--- src/rtl/score_bcd_display.sv ---
`default_nettype none
// +--------------------------------------------------------------------------+
// | Module   : score_bcd_display                                             |
// | Purpose  : Sequential binary-to-BCD converter (shift-add-3, one input    |
// |            bit per clock) driving five active-low 7-segment digits.      |
// | Ports    : clk      - system clock, rising edge                          |
// |            resetn   - synchronous active-low reset                       |
// |            start    - convert request, honoured only when not shifting   |
// |            bin      - binary value, captured on the accepting edge       |
// |            busy     - high while the conversion is shifting              |
// |            done     - one-cycle pulse, bcd/hex* hold the new result      |
// |            bcd      - packed BCD result, digit 0 in [3:0]                |
// |            hex0..4  - segments {g,f,e,d,c,b,a}, active-low, hex0 = LSD   |
// | Revision : 1.0 - initial release                                         |
// +--------------------------------------------------------------------------+
module score_bcd_display #(
  parameter int IN_W     = 14,
  parameter int DIGITS   = 5,
  parameter int BLANK_LZ = 1
) (
  input  logic                  clk,
  input  logic                  resetn,
  input  logic                  start,
  input  logic [IN_W-1:0]       bin,
  output logic                  busy,
  output logic                  done,
  output logic [4*DIGITS-1:0]   bcd,
  output logic [6:0]            hex0,
  output logic [6:0]            hex1,
  output logic [6:0]            hex2,
  output logic [6:0]            hex3,
  output logic [6:0]            hex4
);

  localparam int CW = $clog2(IN_W + 1);
  localparam int BW = 4 * DIGITS;
  // At least five digits are decoded so every hex port has a source; any
  // extra digits still take part in leading-zero detection.
  localparam int ND = (DIGITS > 5) ? DIGITS : 5;

  localparam logic [6:0] SEG_ZERO   = 7'b1000000;
  localparam logic [6:0] SEG_OFF    = 7'h7F;
  localparam logic [6:0] HEX_RST_HI = (BLANK_LZ != 0) ? SEG_OFF : SEG_ZERO;

  localparam logic [1:0] S_IDLE  = 2'd0;
  localparam logic [1:0] S_SHIFT = 2'd1;
  localparam logic [1:0] S_DONE  = 2'd2;

  logic [1:0]      state;
  logic [1:0]      state_nxt;
  logic [IN_W-1:0] shreg;
  logic [BW-1:0]   scratch;
  logic [CW-1:0]   bitcnt;
  logic [BW-1:0]   adj;
  logic [BW-1:0]   scr_nxt;
  logic [4*ND-1:0] pad;
  logic            last;
  logic            any_nz;
  logic [6:0]      seg_nxt [ND];

  function automatic logic [6:0] seg7(input logic [3:0] d);
    logic [6:0] s;
    case (d)
      4'd0:    s = 7'b1000000;
      4'd1:    s = 7'b1111001;
      4'd2:    s = 7'b0100100;
      4'd3:    s = 7'b0110000;
      4'd4:    s = 7'b0011001;
      4'd5:    s = 7'b0010010;
      4'd6:    s = 7'b0000010;
      4'd7:    s = 7'b1111000;
      4'd8:    s = 7'b0000000;
      4'd9:    s = 7'b0010000;
      default: s = 7'h7F;
    endcase
    return s;
  endfunction

  // Add-3 correction applied independently to each digit before the shift.
  generate
    for (genvar i = 0; i < DIGITS; i++) begin : g_adj
      assign adj[4*i +: 4] = (scratch[4*i +: 4] >= 4'd5) ? (scratch[4*i +: 4] + 4'd3)
                                                         : scratch[4*i +: 4];
    end
  endgenerate

  // Scratch after the shift: corrected digits move up, next binary bit enters.
  assign scr_nxt = {adj[BW-2:0], shreg[IN_W-1]};
  assign last    = (bitcnt == CW'(IN_W - 1));

  generate
    if (ND == DIGITS) begin : g_pad_none
      assign pad = scr_nxt;
    end else begin : g_pad_zero
      assign pad = {{(4 * (ND - DIGITS)){1'b0}}, scr_nxt};
    end
  endgenerate

  // Decode with leading-zero blanking: walk from the top digit down, a digit
  // is blank while nothing at or above it is non-zero. Digit 0 always shows.
  always_comb begin
    any_nz = 1'b0;
    for (int i = 0; i < ND; i++) begin
      seg_nxt[i] = SEG_OFF;
    end
    for (int i = ND - 1; i >= 0; i--) begin
      any_nz = any_nz | (pad[4*i +: 4] != 4'd0);
      if ((BLANK_LZ != 0) && (i != 0) && !any_nz) begin
        seg_nxt[i] = SEG_OFF;
      end else begin
        seg_nxt[i] = seg7(pad[4*i +: 4]);
      end
    end
  end

  // State register
  always_ff @(posedge clk) begin
    if (!resetn) begin
      state <= S_IDLE;
    end else begin
      state <= state_nxt;
    end
  end

  // Next-state logic
  always_comb begin
    state_nxt = state;
    case (state)
      S_IDLE:  state_nxt = start ? S_SHIFT : S_IDLE;
      S_SHIFT: state_nxt = last  ? S_DONE  : S_SHIFT;
      S_DONE:  state_nxt = start ? S_SHIFT : S_IDLE;
      default: state_nxt = S_IDLE;
    endcase
  end

  // Output logic
  always_comb begin
    busy = (state == S_SHIFT);
    done = (state == S_DONE);
  end

  // Datapath: capture, shift, and result load on the final shift edge.
  always_ff @(posedge clk) begin
    if (!resetn) begin
      shreg   <= '0;
      scratch <= '0;
      bitcnt  <= '0;
      bcd     <= '0;
      hex0    <= SEG_ZERO;
      hex1    <= HEX_RST_HI;
      hex2    <= HEX_RST_HI;
      hex3    <= HEX_RST_HI;
      hex4    <= HEX_RST_HI;
    end else begin
      case (state)
        S_IDLE, S_DONE: begin
          if (start) begin
            shreg   <= bin;
            scratch <= '0;
            bitcnt  <= '0;
          end
        end
        S_SHIFT: begin
          scratch <= scr_nxt;
          shreg   <= {shreg[IN_W-2:0], 1'b0};
          bitcnt  <= bitcnt + CW'(1);
          if (last) begin
            bcd  <= scr_nxt;
            hex0 <= seg_nxt[0];
            hex1 <= seg_nxt[1];
            hex2 <= seg_nxt[2];
            hex3 <= seg_nxt[3];
            hex4 <= seg_nxt[4];
          end
        end
        default: ;
      endcase
    end
  end

endmodule
`default_nettype wire

--- config.mk ---
export PLATFORM = sky130hd
export DESIGN_NAME = score_bcd_display
export DESIGN_NICKNAME = d
export VERILOG_FILES = /design/src/rtl/score_bcd_display.sv
export SDC_FILE = /design/constraint.sdc
export NUM_CORES = 1
export LEC_CHECK = 0
export CORE_AREA = 2 2 118 143
export DETAILED_ROUTE_END_ITERATION = 8
export DIE_AREA = 0 0 120 145
export SLEW_MARGIN = 20
export SYNTH_ARGS = -nofsm -noshare
export SYNTH_HDL_FRONTEND = slang
export SYNTH_SLANG_ARGS = --single-unit
export TNS_END_PERCENT = 50
--- constraint.sdc ---
create_clock -name clk -period 3.6 [get_ports clk]
set_input_delay 0.72 -clock clk [delete_from_list [all_inputs] [get_ports clk]]
set_output_delay 0.72 -clock clk [all_outputs]
set_load 0.02 [all_outputs]
* Word-level counts from Yosys, hierarchy flattened
Memories as Yosys holds them, arrays and structs flattened. A register that Yosys moved wholly into a read port is not among the register bits. Cells that the tools add are included.
Cells by class: reduce and logical (&&, ||, !) cells 10, magnitude comparators 5, equal/unequal tests 4, mux-type cells 18, bitwise logic cells 3, $add $sub $neg 6
Operators with widths (count):
- 20-bit case mux with 2 select lines | 1
- 7-bit 2-to-1 mux | 4
- 14-bit case mux with 2 select lines | 1
- 4-bit by 3-bit >= comparator with 1-bit output (second input constant) | 5
- 20-bit 2-to-1 mux | 1
- 4-bit 2-to-1 mux | 5
- 4-bit by 2-bit adder with 4-bit output (second input constant) | 4
- 4-bit nonzero test | 4
- 14-bit 2-to-1 mux | 1
- 4-bit case mux with 2 select lines | 1
- 4-bit by 1-bit adder with 4-bit output (second input constant) | 1
- 4-bit equality test (second input constant) | 1
- 2-bit case mux with 2 select lines | 1
- 2-bit AND reduction | 2
- 3-bit by 2-bit adder with 3-bit output (second input constant) | 1
- 3-bit 2-to-1 mux | 1
- 1-bit OR | 3
- 2-bit by 1-bit equality test with 1-bit output (second input constant) | 1
- 2-bit equality test (second input constant) | 1
- 2-bit zero test | 1
- 2-bit 2-to-1 mux | 1
- 2-bit by 1-bit inequality test with 1-bit output (second input constant) | 1
- 2-bit nonzero test | 1
- 2-bit OR reduction | 1
- 2 further kinds | 2
Word-level totals: register bits 88, memories kept 5, output and inout bits 57, input bits 17, logic and storage cells 60, memory bits (read-only) 560
Memories:
- (no name shown) | words 16, width 7, rd ports 1, clocked after Yosys merged registers in 0, write ports 0, line 63 | case (d)
- (no name shown) | words 16, width 7, rd ports 1, clocked after Yosys merged registers in 0, write ports 0, line 63
- (no name shown) | words 16, width 7, rd ports 1, clocked after Yosys merged registers in 0, write ports 0, line 63
- (no name shown) | words 16, width 7, rd ports 1, clocked after Yosys merged registers in 0, write ports 0, line 63
- (no name shown) | words 16, width 7, rd ports 1, clocked after Yosys merged registers in 1, write ports 0, line 63

* Depth between registers and ports, before layout
depth after elaboration 7, depth in mapped cells 11, depth with buffers taken out 11

* Worst setup path after synthesis
OpenSTA, ideal clock, no wires.
kind register -> register, start point reg scratch[13], end point reg hex1[4], required time 3.480 ns, cell stages (with the launch flop) 12, period minus slack after synthesis 2.550 ns, path slack 1.050 ns, buffers on the path 0, arrival time 2.430 ns, library setup time 0.120 ns, cells stage by stage dfxtp_1 inv_1 ha_1 nand2b_1 a21oi_1 xnor2_1 inv_1 ha_1 and4_1 a31oi_4 a221oi_1 a211o_1
On the way: cells in the longest elaborated chain, start to end 7, elaborated cells on any way between the ends 9, classes of those cells add/sub: 1; order compare: 1; mux: 2; bitwise: 3; reduce/logical: 2
RTL lines:
- start, declared | line 52 | logic [BW-1:0] scratch;
- start signal, assigned | line 164 | scratch <= scr_nxt;
- 4-bit by 3-bit >= comparator with 1-bit output | line 82 | assign adj[4*i +: 4] = (scratch[4*i +: 4] >= 4'd5) ? (scratch[4*i +: 4] + 4'd3)
- 4-bit 2-to-1 mux | line 82
- named net adj[12] | line 54 | logic [BW-1:0] adj;
- 4-bit nonzero test | line 107 | any_nz = any_nz | (pad[4*i +: 4] != 4'd0);
- 1-bit OR (3 in series) | line 107
- 7-bit 2-to-1 mux | line 108 | if ((BLANK_LZ != 0) && (i != 0) && !any_nz) begin
- end signal, assigned | line 170 | hex1 <= seg_nxt[1];
- end, declared | line 29 | output logic [6:0] hex1,
The timed path passes the listed nets, and every way through them passes these cells. A chain may end at the register's enable or synchronous reset.

* Worst setup path after layout
start point reg scratch[9], end point reg hex1[4]
On the way: elaborated cells on any way between the ends 9, classes of those cells add/sub: 1; order compare: 1; mux: 2; bitwise: 3; reduce/logical: 2
RTL lines (line):
- 4-bit by 3-bit >= comparator with 1-bit output | 82
- 4-bit 2-to-1 mux | 82
- named net adj[8] | 54
- 4-bit nonzero test | 107
- 1-bit OR (2 in series) | 107
- 7-bit 2-to-1 mux | 108
The timed path passes the listed nets, and every way through them passes these cells.

==> flow_summary.ini <==
[sta]
timing.final.crit_period_ns = 2.99
slew_viol_final = 0
setup_viol = 0
finalHoldViolations = 0
tightest_slew_ns = 0.894
timing.slew.headroom_pct = 40.3
fmax_ghz = 0.335
finalCritPeriodShare_pct = 82.9
rsz0062_at_grt = false
setup_tns_ns = 0
finClkSkew_ns = 0.00600

[placement]
dp_hpwl_mm = 9.18
gp_congestion = 0.834
port_buffers = 73

[synth]
synth_cell_types = 61
synth_nets = 619
ys_seq_area_share_pct = 40.0
ys_ff_latch = 95
synth_area_leaders = dfxtp_1 (40%), ha_1 (8.4%), a21oi_1 (6.1%), nand2_1 (5.7%), a22oi_1 (5.4%)
synth_area_per_cell_um2 = 8.35
synth_top_area_share_pct = 40.0
synth_warnings = 0
async_flop_share_pct = 0
netlist_area_um2 = 4760
synth_enable_flop_cells = 0
synth_area_leader_cell = dfxtp_1
synth-main-ff-cell = dfxtp_1
synth_cells = 570

[global_route]
grt_pass1_vias = 4220
grt_pass1_wl_mm = 21.1
grt_start_max_net_pins = 45
track_usage_pct = 15.1
antenna_found_initial = 0
overflow = 0

[cts]
postCtsResizedCells = 0
cts-htree-levels = 3
cts_made_buffers = 9
post_cts_buffers = 0
cts-hold-fix-buffers = 0
path_clk_slew_ns = 0.07
cts-root-buf = clkbuf_16
tritoncts = done
clock_sinks = 95
max-clock-path-buffers = 2
insertion_delay_ns = 0.35

[power_and_ir_drop]
ir_drop_v = 0.000211
powerDensity_nw_per_um2 = 369
p_leak_nw = 2.23
finalPower_mw = 2.23

[drt]
drt-total-wl_mm = 12.9
post_drt_wl_per_cell_um = 15.2
routed-via-count = 4332
drtAntennaViolNets = 0
drc = 0
drt_iter0_markers = 357
vias_per_cell = 5.09
firstDrtPassIters = 5

[setup_path]
cp_data_required_time_ns = 3.84
crit_type = reg2reg
crit_buf_inv = 2
cp_cell_sequence = inv_1, ha_1, nand2b_1, a21oi_2, xnor2_1, inv_1, ha_1, and4_1, a31oi_4, a221oi_1, a211o_1
critPathMaxStageDelay_ns = 0.55
r2r_cells = 11
start_kind = flop
cp.arrival_ns = 3.23
crit_slowest_cell = xnor2_1
cp_top_family = compound AO/OA/AOI/OAI gates
endpoint_kind = flop
path_max_fanout = 8
worst-path-stages = 11

[cells_and_area]
final_util_pct = 37.7
drive_gt1_share_pct = 7.67
n_antenna_cell = 0
area_delta_synth_final_pct = 26.8
nNetsFinal = 683

[floorplan]
fp.dieArea_um2 = 17400
coreArea_um2 = 16000
die_w_um = 120
die_h_um = 145
start_util_pct = 29.7
rows = 51
ioPinCount = 74

[job]
drv_cap = 0

[status]
outcome = finished clean

[hold_path]
worstHoldPathCells = 2
hp-class = reg2reg
final cells by class:
type	instances	area, um^2
Timing Repair Buffer	81	803
Multi-Input combinational cell	424	2650
Tap cell	212	265
Inverter	23	86.3
Sequential cell	95	1900
Clock buffer	10	229
Clock inverter	6	93.8
Fill cell	1651	9980
where the power goes:
| part | switching (mW) | internal, mW | total, mW |
|---|---|---|---|
| combinational | 0.0707 | 0.0429 | 0.114 |
| clock | 0.426 | 0.614 | 1.04 |
| sequential | 0.00949 | 1.06 | 1.07 |
worst register-to-register path: stages (launching register included):
cell	delay, ns
dfxtp_1	0.40
inv_1	0.11
ha_1	0.26
nand2b_1	0.15
a21oi_2	0.10
xnor2_1	0.55
inv_1	0.18
ha_1	0.27
and4_1	0.24
a31oi_4	0.24
a221oi_1	0.10
a211o_1	0.29
kinds of logic after synthesis:
logic type,Yosys count,synth area share (%)
muxes,8,1.76
DFF,95,40.0
AOI/OAI and AO/OA,183,25.4
xor gates and xnor gates,7,1.29
and+or+nand+nor,194,18.8
adders and majority gates,32,8.42
buffers and inverters,51,4.34
cell usage after synthesis, types with 5 or more instances:
library cell	instances
nand2b_1	11
clkbuf_1	24
o21ai_0	31
inv_1	21
a31oi_1	7
a211oi_1	11
nand2_1	72
a21oi_1	58
nor2b_1	6
nand3_1	11
ha_1	32
mux2i_1	5
xnor2_1	7
nor2_1	62
nor3_1	10
dfxtp_1	95
a22oi_1	34
through the flow:
step	area (um^2)	worst slack, ns	hold slack [ns]	std cells
after floorplan	4760	1.05	0.437	570
after global placement	5710	0.871	0.442	835
after detailed placement	5710	0.678	0.447	835
after CTS	6030	0.630	0.457	851
after global routing	6030	0.389	0.475	851
final	6030	0.614	0.455	851
state kept, by name, indices dropped and copies added (netlist names):
register and flops:
bcd 20, scratch 20, shreg 14, hex0 7, hex1 7, hex2 7, hex3 7, hex4 7
bitcnt 4, state 2
cell usage in the layout (no fill, tap or decap), types with 2 or more instances in the layout:
| master | Yosys | layout |
|---|---|---|
| dfxtp_1 | 95 | 95 |
| clkdlybuf4s50_1 | 0 | 73 |
| nand2_1 | 72 | 72 |
| nor2_1 | 62 | 60 |
| a21oi_1 | 58 | 58 |
| a22oi_1 | 34 | 34 |
| ha_1 | 32 | 32 |
| o21ai_0 | 31 | 31 |
| inv_1 | 21 | 21 |
| nand2b_1 | 11 | 11 |
| nand3_1 | 11 | 11 |
| a211oi_1 | 11 | 11 |
| nor3_1 | 10 | 10 |
| clkbuf_16 | 0 | 9 |
| xnor2_1 | 7 | 7 |
| a31oi_1 | 7 | 7 |
| buf_4 | 0 | 7 |
| nor2b_1 | 6 | 6 |
| mux2i_1 | 5 | 5 |
| nor3b_1 | 4 | 4 |
| o21a_1 | 4 | 4 |
| o31ai_1 | 4 | 4 |
| and2_1 | 4 | 4 |
| o221a_2 | 4 | 4 |
| mux2_2 | 3 | 3 |
| o22a_1 | 3 | 3 |
| a21o_1 | 2 | 2 |
| inv_2 | 2 | 2 |
| nor2_2 | 0 | 2 |
| or3b_1 | 2 | 2 |
| o21ba_2 | 2 | 2 |
| and4_1 | 2 | 2 |
| a211o_1 | 2 | 2 |
| and3_1 | 2 | 2 |
| o22ai_1 | 2 | 2 |
| bufinv_16 | 0 | 2 |
| clkinv_4 | 0 | 2 |
layer usage:
metal | track usage (%) | up-vias | share of wire (%)
li1 | - | 2154 | -
met1 | 18.8 | 2017 | 45
met2 | 24.6 | 133 | 48
met3 | 2.87 | 28 | 4.4
met4 | 7.35 | 0 | 2.9
met5 | 0 | - | 0
path summary, 6_finish.rpt:
kind	slack, ns	end	from
max	0.61	hex1[4]	scratch[9]
min	0.46	shreg[9]	shreg[9]
max reg2reg	0.61	hex1[4]	scratch[9]
min reg2reg	0.46	shreg[9]	shreg[9]
Note: power is estimated with default switching activity, not from simulation.
